**src/rtl/word_serial_tx_pkg.sv**
```systemverilog
// Shared definitions for the word serial link (transmitter and receiver).
// Holds the frame state encoding, the parity helper and the default bit timing.
package word_serial_tx_pkg;

    typedef enum logic [2:0] {
        IDLE,
        START,
        DATA,
        PARITY,
        STOP
    } tx_state_e;

    localparam int DEFAULT_CLKS_PER_BIT = 4;

    // Words are zero-extended into this width, so the link supports up to 64-bit words.
    localparam int PARITY_MAX_W = 64;

    function automatic logic calc_even_parity(input logic [PARITY_MAX_W-1:0] word);
        return ^word;
    endfunction

endpackage

```
**src/rtl/word_serial_tx_tick_gen.sv**
```systemverilog
// Bit-time generator: counts 0..CLKS_PER_BIT-1 while enabled, pulses o_tick on the wrap cycle.
// Shared with the line receiver; held at zero while disabled or in reset.
module serial_tick_gen
    import word_serial_tx_pkg::*;
#(
    parameter int  CLKS_PER_BIT = DEFAULT_CLKS_PER_BIT,
    localparam int CNT_W        = $clog2(CLKS_PER_BIT)
) (
    input  logic             i_clk,
    input  logic             i_rst,
    input  logic             i_en,
    output logic             o_tick,
    output logic [CNT_W-1:0] o_cnt
);

    logic [CNT_W-1:0] cnt_q;
    logic [CNT_W-1:0] cnt_d;

    always_comb begin
        o_tick = i_en && (cnt_q == CNT_W'(CLKS_PER_BIT - 1));
        cnt_d  = cnt_q;
        if (!i_en || o_tick) begin
            cnt_d = '0;
        end else begin
            cnt_d = cnt_q + CNT_W'(1);
        end
    end

    always_ff @(posedge i_clk) begin
        if (i_rst) begin
            cnt_q <= '0;
        end else begin
            cnt_q <= cnt_d;
        end
    end

    assign o_cnt = cnt_q;

endmodule

```
**src/rtl/word_serial_tx.sv**
```systemverilog
// Word serial link transmitter: start bit, data LSB-first, optional even parity, stop bit.
// All outputs come straight from flops; they are computed from the next state.
module word_serial_tx
    import word_serial_tx_pkg::*;
#(
    parameter int WIDTH        = 10,
    parameter int CLKS_PER_BIT = DEFAULT_CLKS_PER_BIT,
    parameter int PARITY_EN    = 1
) (
    input  logic             i_clk,
    input  logic             i_rst,
    input  logic             i_valid,
    output logic             o_ready,
    input  logic [WIDTH-1:0] i_data,
    output logic             o_tx,
    output logic             o_busy,
    output logic             o_done
);

    localparam int BCNT_W = $clog2(WIDTH + 1);
    localparam int TCNT_W = $clog2(CLKS_PER_BIT);

    tx_state_e          state_q, state_d;
    logic [WIDTH-1:0]   shift_q, shift_d;
    logic [BCNT_W-1:0]  bit_cnt_q, bit_cnt_d;
    logic               par_q, par_d;
    logic               tx_q, tx_d;
    logic               ready_q, ready_d;
    logic               busy_q, busy_d;
    logic               done_q, done_d;
    logic               tick;
    logic [TCNT_W-1:0]  tick_cnt;

    serial_tick_gen #(
        .CLKS_PER_BIT (CLKS_PER_BIT)
    ) u_tick_gen (
        .i_clk  (i_clk),
        .i_rst  (i_rst),
        .i_en   (state_q != IDLE),
        .o_tick (tick),
        .o_cnt  (tick_cnt)
    );

    always_comb begin
        state_d   = state_q;
        shift_d   = shift_q;
        bit_cnt_d = bit_cnt_q;
        par_d     = par_q;

        case (state_q)
            IDLE: begin
                if (i_valid && ready_q) begin
                    shift_d   = i_data;
                    par_d     = calc_even_parity(PARITY_MAX_W'(i_data));
                    bit_cnt_d = '0;
                    state_d   = START;
                end
            end
            START: begin
                if (tick) state_d = DATA;
            end
            DATA: begin
                if (tick) begin
                    if (bit_cnt_q == BCNT_W'(WIDTH - 1)) begin
                        state_d = (PARITY_EN != 0) ? PARITY : STOP;
                    end else begin
                        shift_d   = shift_q >> 1;
                        bit_cnt_d = bit_cnt_q + BCNT_W'(1);
                    end
                end
            end
            PARITY: begin
                if (tick) state_d = STOP;
            end
            STOP: begin
                if (tick) state_d = IDLE;
            end
            default: state_d = IDLE;
        endcase

        // Line level for the cycle after this edge, so o_tx needs no output decode.
        case (state_d)
            START:   tx_d = 1'b0;
            DATA:    tx_d = shift_d[0];
            PARITY:  tx_d = par_d;
            default: tx_d = 1'b1;
        endcase

        ready_d = (state_d == IDLE);
        busy_d  = (state_d != IDLE);
        done_d  = (state_q == STOP) && (tick_cnt == TCNT_W'(CLKS_PER_BIT - 2));
    end

    always_ff @(posedge i_clk) begin
        if (i_rst) begin
            state_q   <= IDLE;
            shift_q   <= '0;
            bit_cnt_q <= '0;
            par_q     <= 1'b0;
            tx_q      <= 1'b1;
            ready_q   <= 1'b1;
            busy_q    <= 1'b0;
            done_q    <= 1'b0;
        end else begin
            state_q   <= state_d;
            shift_q   <= shift_d;
            bit_cnt_q <= bit_cnt_d;
            par_q     <= par_d;
            tx_q      <= tx_d;
            ready_q   <= ready_d;
            busy_q    <= busy_d;
            done_q    <= done_d;
        end
    end

    assign o_tx    = tx_q;
    assign o_ready = ready_q;
    assign o_busy  = busy_q;
    assign o_done  = done_q;

endmodule

```
**config.mk**
```make
export PLATFORM = sky130hd
export DESIGN_NAME = word_serial_tx
export DESIGN_NICKNAME = d
export VERILOG_FILES = /design/src/rtl/word_serial_tx_pkg.sv /design/src/rtl/word_serial_tx_tick_gen.sv /design/src/rtl/word_serial_tx.sv
export SDC_FILE = /design/constraint.sdc
export NUM_CORES = 1
export LEC_CHECK = 0
export ABC_AREA = 1
export CAP_MARGIN = 25
export CORE_ASPECT_RATIO = 1.4
export CORE_UTILIZATION = 30
export CTS_CLUSTER_DIAMETER = 80
export CTS_CLUSTER_SIZE = 14
export DETAILED_ROUTE_END_ITERATION = 8
export HOLD_SLACK_MARGIN = 0.03
export PLACE_DENSITY = 0.52
export SLEW_MARGIN = 25
export SYNTH_ARGS = -nofsm -noshare
export SYNTH_HDL_FRONTEND = slang
export SYNTH_SLANG_ARGS = --single-unit
```
**constraint.sdc**
```tcl
create_clock -name i_clk -period 1.5 [get_ports i_clk]
set_clock_uncertainty 0.2 [all_clocks]
set_input_delay 0.225 -clock i_clk [delete_from_list [all_inputs] [get_ports i_clk]]
set_output_delay 0.225 -clock i_clk [all_outputs]
set_load 0.1 [all_outputs]
```
After elaboration in Yosys (flattened, before gate mapping)
Cells that the tools add are included. Widths: inputs -> output; s select.

Divide/modulo/power cells: 0. Muxes and demuxes: 18. Bitwise logic cells: 0. Shift-type cells: 0. Multipliers: 0. Eq/ne operators: 13. Order comparisons: 0. $add $sub $neg: 2. Reductions and logical operators: 13.

Operators by type and width (count): $reduce_xor 64->1 (1); $mux 10 (3); $pmux 10 s2 (1); $mux 3 (6); $pmux 3 s5 (1); $eq 3x2->1 const B (4); $mux 4 (3); $pmux 4 s2 (1); $eq 3x1->1 const B (2); $logic_not 3->1 (2); $ne 2x2->1 const B (3); $reduce_bool 3->1 (2); $add 4x1->4 const B (1); $eq 2x2->1 const B (2); $eq 4x4->1 const B (1); $reduce_and 4->1 (1); $eq 3x3->1 const B (1); $logic_and 1x1->1 (3); $pmux 1 s3 (1); $add 2x1->2 const B (1); $mux 1 (2); $reduce_bool 2->1 (1); $reduce_or 2->1 (1); $logic_not 1->1 (1); $logic_or 1x1->1 (1).

RAM bits: 0. ROM bits: 0. Register bits: 24. Logic and storage cells: 56. Memories kept: 0. Latch bits: 0.

Longest topological paths before layout
Gate-level depths: netlist (run 1).

Depth in word-level cells: 6. Gate-level depth with buffers: 13.

Cells and area by module
A second synthesis (run 1) with hierarchy kept.

Cells, all modules: 166. Area, all modules: 1276.2 um^2.

By module, submodules not included: word_serial_tx (cells each 155, area each 1187.4 um^2, seq. area each 440.4 um^2, instances 1); serial_tick_gen (cells each 11, area each 88.8 um^2, seq. area each 40.0 um^2, instances 1).

Least setup slack after synthesis (run 1)
Ideal clock, no wire load.

Path type: reg2reg. Start: register ready_q, in the netlist o_ready. End: register bit_cnt_q[3]. Buffers on the path: 1. Setup time: 0.128 ns. Required time: 1.172 ns. Clock period less this slack: 2.170 ns. Data arrival time: 1.842 ns. Path slack: -0.670 ns. Cell stages (with the launch flop): 7. Cells stage by stage: dfxtp_1 -> nand2_1 -> nor2_4 -> o22ai_4 -> buf_6 -> a21oi_1 -> nor2_1.

Word-level cells in the longest chain between the ends: 3.

Ends and longest elaborated chain: start, declared (line word_serial_tx.sv:28) `logic ready_q, ready_d;`; start signal, assigned (line word_serial_tx.sv:110) `ready_q <= ready_d;`; $logic_and 1x1->1 (line word_serial_tx.sv:52) `if (i_valid && ready_q) begin`; $ne 2x2->1 (no source line); $reduce_and 4->1 (no source line); end signal, assigned (line word_serial_tx.sv:107) `bit_cnt_q <= bit_cnt_d;`; end, declared (line word_serial_tx.sv:25) `logic [BCNT_W-1:0] bit_cnt_q, bit_cnt_d;`.

No other way between the ends. A chain may end at the register's enable or synchronous reset.

Final worst setup path (run 1)
Start: register state_q[1]. End: register bit_cnt_q[3].

Word-level cells in the longest chain between the ends: 4. Elaborated cells between the ends (all ways): 10. Classes of those cells: eq/ne (4); mux (1); reduce/logical (5).

Ends and longest elaborated chain: start, declared (line word_serial_tx.sv:23) `tx_state_e state_q, state_d;`; start signal, assigned (line word_serial_tx.sv:105) `state_q <= state_d;`; $reduce_bool 3->1 (line word_serial_tx.sv:39) `.i_en (state_q != IDLE),`; $logic_and 1x1->1 (line word_serial_tx_tick_gen.sv:20) `o_tick = i_en && (cnt_q == CNT_W'(CLKS_PER_BIT - 1));`; $ne 2x2->1 (no source line); $reduce_and 4->1 (no source line).

Parallel ways exist; a longest one is shown, timed or not.

==> results of run 1 <==
-- synthesized netlist by cell type (all sizes together) (2+ instances only) --
library cell,n,area share (%)
a31oi,4,2.0
dfxtp,24,38
nand3,12,5.2
nand2,59,19
xnor2,3,2.1
ha,4,4.0
clkbuf,2,0.60
nor2,17,6.5
xor2,5,3.5
a21oi,11,4.4
o21ai,9,3.6
inv,20,6.2
nor3,3,1.2
-- critical path, delay by kind of cell (launching register included) --
family,cells,cell delay [ns]
buffers and inverters,3,0.35
AND/OR/NAND/NOR,4,0.28
flip-flops,1,0.38
AO/OA/AOI/OAI,2,0.34
-- sequential cells by signal (all words and copies together), names as in the netlist --
signal and flops:
o_busy 1, state_q 3, u_tick_gen.o_cnt 2, par_q 1, o_done 1, o_ready 1, bit_cnt_q 4, shift_q 10
o_tx 1
-- path summary, 6_finish.rpt --
| path | to | slack (ns) |
|---|---|---|
| worst max-delay path | bit_cnt_q[3] | -0.15 |
| worst min-delay path | shift_q[7] | 0.22 |
| worst max register to register | bit_cnt_q[3] | -0.15 |
| worst min register to register | shift_q[9] | 0.28 |
-- through the flow --
step / cell area [sq um] / power [mW] / hold WS [ns] / setup slack (ns)
detailed placement: 1810 / 1.14 / 0.259 / -0.288
global route: 2090 / 1.83 / 0.226 / -0.212
finish: 2090 / 1.75 / 0.219 / -0.146
global placement: 1810 / 1.13 / 0.246 / -0.243
CTS: 1970 / 1.74 / 0.274 / -0.144
floorplan: 1320 / 0.955 / 0.172 / -0.0269
-- area by class of cell --
class	instances	area [sq um]	area share, %
flip-flops and latches	24	499	23.9
multi-input cells	131	782	37.5
clock buffers	3	41.3	1.98
well taps	43	53.8	2.58
repair buffers	60	598	28.7
inverters	20	82.6	3.96
clock inverters	1	30.0	1.44
-- kinds of logic (layout without fill, tap and decap cells) --
| group | Yosys count | after routing | synth area share, % |
|---|---|---|---|
| compound gates | 26 | 26 | 12.3 |
| xor+xnor | 8 | 8 | 5.56 |
| fa+ha+maj | 4 | 4 | 3.97 |
| buf+inv | 23 | 84 | 7.65 |
| flops | 24 | 24 | 38.1 |
| simple gates | 93 | 93 | 32.4 |
-- power groups by stage --
stage	sequential, mW	clock [mW]	combinational [mW]
3_5_place_dp	0.728	0	0.413
6_report	0.714	0.571	0.469
3_3_place_gp	0.727	0	0.407
4_1_cts	0.715	0.582	0.446
2_1_floorplan	0.784	0	0.171
5_1_grt	0.718	0.603	0.513
-- layer usage --
layer	part of all wire, %	GRT usage (%)	vias up
met5	0	0	-
met4	0.41	3.66	0
met3	1.7	1.98	2
met2	57	29.5	11
met1	41	13.6	598
li1	-	-	689
-- repair_timing --
action / in CTS / in global routing
hold endpoints to repair: 0 / 0
setup endpoints to repair: 20 / 20
pin swaps: 10 / 8
setup buffers: 6 / 5
gates resized for setup: 19 / 27
==> flow_summary.yaml, run 1 <==
setup_path:
  path_cells: "inv_2, nor2_2, nand2_2, buf_12, o22ai_4, buf_4, nor3_1, a21oi_2, nor2_1"
  max_stage_delay_ns: 0.38
  path_max_fanout: 5
  critPathKind: "reg -> reg"
  start_kind: "flop"
  critPathCaptureType: "flop"
  crit_arrival_ns: 1.62
  critPathRequiredTime_ns: 1.47
  reg2reg_from: "state_q[1]"
  crit_path_top_delay_cell: "dfxtp_4"
  cp-startpoint: "state_q[1]"
  reg2reg_depth: 9
pwr:
  p_switching_mw: 0.487
  ir_drop_uv: 384
  comb_power_share_pct: 26.7
  clkPwrFrac_pct: 32.6
  leakagePower_nw: 1.06
  p_seq_share_pct: 40.7
  power.density_nw_per_um2: 840
  p_int_mw: 1.27
  swShare_pct: 27.8
yosys:
  synth.distinct_cells: 26
  ys.flop_type: "dfxtp_1"
  synth_edf_count: 0
  synth_area_sq_um: 1260
  syn_nets: 195
  ys_seq_elements: 24
  syn_avg_cell_area_sq_um: 7.08
  syn_inst: 178
  ys_seq_area_share_pct: 38.1
  async_reset_ff_share_pct: 0
  ys_warn_count: 0
clock_network:
  clkLatencyLatePin_ns: 0.27
  cts_tree: "yes"
  htreeDepth: 1
  path_clk_slew_ns: 0.09
  hold_buffers: 0
  clock_path_buffers: 2
  cts_made_buffers: 3
  clock-sinks: 24
  cts_root_buf: "clkbuf_8"
route:
  first_pass_iters: 5
  routed_wl_um: 2950
  drt_iter0_drc: 39
  wl_per_cell_um: 10.5
  vias: 1300
  vias_per_cell: 4.61
  drtAntennaViolNets: 0
  drc: 2
run:
  maxCapViolations: 0
timing:
  fin_ws_ns: -0.146
  rsz0062_at_grt: "true"
  finalSetupTns_ns: -1.67
  setup_viol: 18
  fin_crit_ns: 1.65
  slew_viol_final: 0
  max_freq_mhz: 607
  worst_slew_pin_slew_ns: 0.290
  slew_headroom_pct: 80.6
  fin_crit_sh_pct: 110
  finalHoldViolations: 0
finish:
  final_common_cell: "nand2_1"
  final_cell_mix: "49 x nand2_1, 36 x buf_4, 17 x dfxtp_1"
  stdcell_count: 282
  synthToLayoutAreaGrowth_pct: 65.6
  fillCellCount: 381
  drive_gt1_share_pct: 40.2
  antenna_cells: 0
  fin_util_pct: 52.4
  fin_nets: 257
die:
  start_util_pct: 31.6
  die_w_um: 56.8
  die_h_um: 78.7
  die-area_sq_um: 4470
  core_area_sq_um: 3990
  pin_count: 17
  row_count: 27
global_route:
  grt_use_total_pct: 14.0
  grt_pass1_wl_um: 5020
  grt_pass1_vias: 1274
  grt_overflow_total: 0
  antenna_found_initial: 0
  grt_max_degree: 15
hold_path:
  min-delay-start: "i_data[7]"
  hp-class: "in -> reg"
  hold_depth: 4
outcome:
  status: "complete, but fails checks"
  violations: "DRC, setup timing"
placement:
  gp_congestion: 0.778
  dpl.cell_count: 267
  port_buffers: 16
  dp_hpwl_um: 2300
No activity file was read; power rests on OpenSTA's default activity.
==> run 2: changes to the inputs <==
--- a/config.mk
+++ b/config.mk
@@ -8,13 +8,14 @@
 export ABC_AREA = 1
 export CAP_MARGIN = 25
 export CORE_ASPECT_RATIO = 1.4
-export CORE_UTILIZATION = 30
+export CORE_UTILIZATION = 48
 export CTS_CLUSTER_DIAMETER = 80
 export CTS_CLUSTER_SIZE = 14
 export DETAILED_ROUTE_END_ITERATION = 8
 export HOLD_SLACK_MARGIN = 0.03
-export PLACE_DENSITY = 0.52
+export PLACE_DENSITY = 0.75
 export SLEW_MARGIN = 25
 export SYNTH_ARGS = -nofsm -noshare
 export SYNTH_HDL_FRONTEND = slang
 export SYNTH_SLANG_ARGS = --single-unit
+export TNS_END_PERCENT = 30
==> run 2 against run 1 <==
Effect of this change:
- the run ends with setup timing left
- final area is 2.4% lower
- wire length is 16% higher
- setup slack got worse by 0.021 ns
- critical path depth unchanged
- critical endpoint is now shift_q[3]
- largest power group unchanged
- maximum frequency decreased by 1.3%
- combinational power up 7.0%
- via count grew 4.8%
- count of clock-buffer cells in the layout is 1 higher
==> flow_summary.yaml, run 2 (synthesis gave the netlist of run 1 again) <==
timing:
  rsz0062_at_grt: "true"
  setup_viol: 16
  slew_headroom_pct: 80.8
  fin_crit_ns: 1.67
  fin_ws_ns: -0.167
  fin_crit_sh_pct: 111
  max_freq_mhz: 600
  finalHoldViolations: 0
  worst_slew_pin_slew_ns: 0.285
  slew_viol_final: 0
hold_path:
  hp-class: "reg -> reg"
  hold_depth: 2
  min-delay-start: "shift_q[6]"
placement:
  port_buffers: 16
  gp_congestion: 0.743
  dp_hpwl_um: 2340
  dpl.cell_count: 257
setup_path:
  crit_arrival_ns: 1.69
  start_kind: "flop"
  reg2reg_depth: 9
  r2r_slack_ns: -0.17
  max_stage_delay_ns: 0.38
  critPathCaptureType: "flop"
  crit_family: "simple AND/OR/NAND/NOR gates"
  crit_path_top_delay_cell: "dfxtp_2"
  critPathRequiredTime_ns: 1.52
  path_cells: "inv_2, nor2_2, nand2_2, nor2_4, o22ai_4, buf_12, buf_8, a21oi_1, nor2_1"
  path_max_fanout: 7
  critPathKind: "reg -> reg"
  critPathBufInv: 3
  cp-startpoint: "state_q[1]"
  path_depth: 9
  reg2reg_from: "state_q[1]"
global_route:
  grt_pass1_wl_um: 5390
  grt_use_total_pct: 24.6
  grt_overflow_total: 0
  grt_max_degree: 14
  grt_pass1_vias: 1367
  antenna_found_initial: 0
finish:
  antenna_cells: 0
  final_common_cell: "nand2_1"
  drive_gt1_share_pct: 44.5
  top_regs: "shift_q (10), bit_cnt_q (4), state_q (3)"
  synthToLayoutAreaGrowth_pct: 61.7
  fin_nets: 256
  stdcell_count: 272
  fillCellCount: 138
  final_cell_mix: "46 x nand2_1, 37 x buf_4, 16 x dfxtp_1"
  top_register: "shift_q"
  largest_register_ffs: 10
  fin_util_pct: 83.4
route:
  drt_iter0_drc: 30
  vias_per_cell: 5.01
  routed_wl_um: 3420
  vias: 1362
  first_pass_iters: 4
  drtAntennaViolNets: 0
  wl_per_cell_um: 12.6
  drc: 0
die:
  core_area_sq_um: 2440
  row_count: 21
  pin_count: 17
  die_w_um: 45.3
  die-area_sq_um: 2840
  die_h_um: 62.6
  start_util_pct: 51.6
clock_network:
  clock-sinks: 24
  path_clk_slew_ns: 0.13
  htreeDepth: 1
  cts_tree: "yes"
  clkLatencyLatePin_ns: 0.31
  clock_path_buffers: 2
  cts_root_buf: "clkbuf_4"
  cts_made_buffers: 3
pwr:
  comb_power_share_pct: 32.2
  power.density_nw_per_um2: 766
  p_switching_mw: 0.487
  leakagePower_nw: 0.970
  p_int_mw: 1.07
  swShare_pct: 31.2
  ir_drop_uv: 573
  clkPwrFrac_pct: 21.9
  p_seq_share_pct: 45.9
outcome:
  status: "complete, but fails checks"
  violations: "setup timing"
run:
  maxCapViolations: 0
-- run 2: changes by cell type in the layout (fill, tap and decap cells not counted), moves of 3 or more --
cell and change:
clkbuf_4 +3, clkdlybuf4s50_1 +7, dfxtp_2 +4, dfxtp_4 -3, dlymetal6s2s_1 -7, nand2_1 -3, nand2_2 +3, o21ai_1 -3
-- run 2: area by class of cell --
class                           count  area [sq um]  area share, %
Sequential cell                    24           493           24.2
Inverter                           20          80.1           3.93
Clock buffer                        4          36.3           1.78
Multi-Input combinational cell    131           825           40.5
Tap cell                           34          42.5           2.09
Timing Repair Buffer               59           561           27.5
-- run 2: power groups by stage --
| stage | logic [mW] | registers (mW) | clock network, mW |
|---|---|---|---|
| finish | 0.502 | 0.716 | 0.342 |
| global route | 0.540 | 0.720 | 0.382 |
| CTS | 0.450 | 0.712 | 0.347 |
| detailed placement | 0.411 | 0.723 | 0 |
| global placement | 0.400 | 0.722 | 0 |
| floorplan | 0.168 | 0.782 | 0 |
-- run 2: timing repair --
action / CTS / global route
endpoints found under the setup margin: 19 / 20
hold buffers: 0 / 0
buffers inserted: 3 / 8
gates resized for setup: 17 / 34
pin swaps: 8 / 11
-- run 2: through the flow --
stage          hold WS (ns)  instance area [sq um]  setup TNS [ns]  power, mW  setup slack, ns
3_5_place_dp          0.268                   1770           -4.17       1.13           -0.334
6_report              0.292                   2040           -1.97       1.56           -0.167
4_1_cts               0.284                   1890           -1.86       1.51           -0.182
5_1_grt               0.309                   2040           -3.38       1.64           -0.238
2_1_floorplan         0.172                   1300          -0.119      0.950          -0.0269
3_3_place_gp          0.246                   1770           -3.03       1.12           -0.262
-- run 2: layer usage --
layer	track usage (%)	wire, um	share of wire [%]
met1	25.6	1280	37
met2	46.6	1910	56
met3	3.47	113	3.3
met4	8.71	115	3.4
met5	0	0	0
-- run 2: path summary, 6_finish.rpt --
path,endpoint
worst max-delay path,shift_q[3]
worst min-delay path,shift_q[6]
worst max register to register,shift_q[3]
worst min register to register,shift_q[6]
-- run 2: worst register-to-register path, cell delays in order (launching register included) --
cell     delay (ns)
dfxtp_2        0.38
inv_2          0.05
nor2_2         0.09
nand2_2        0.11
nor2_4         0.17
o22ai_4        0.10
buf_12         0.15
buf_8          0.13
a21oi_1        0.14
nor2_1         0.05
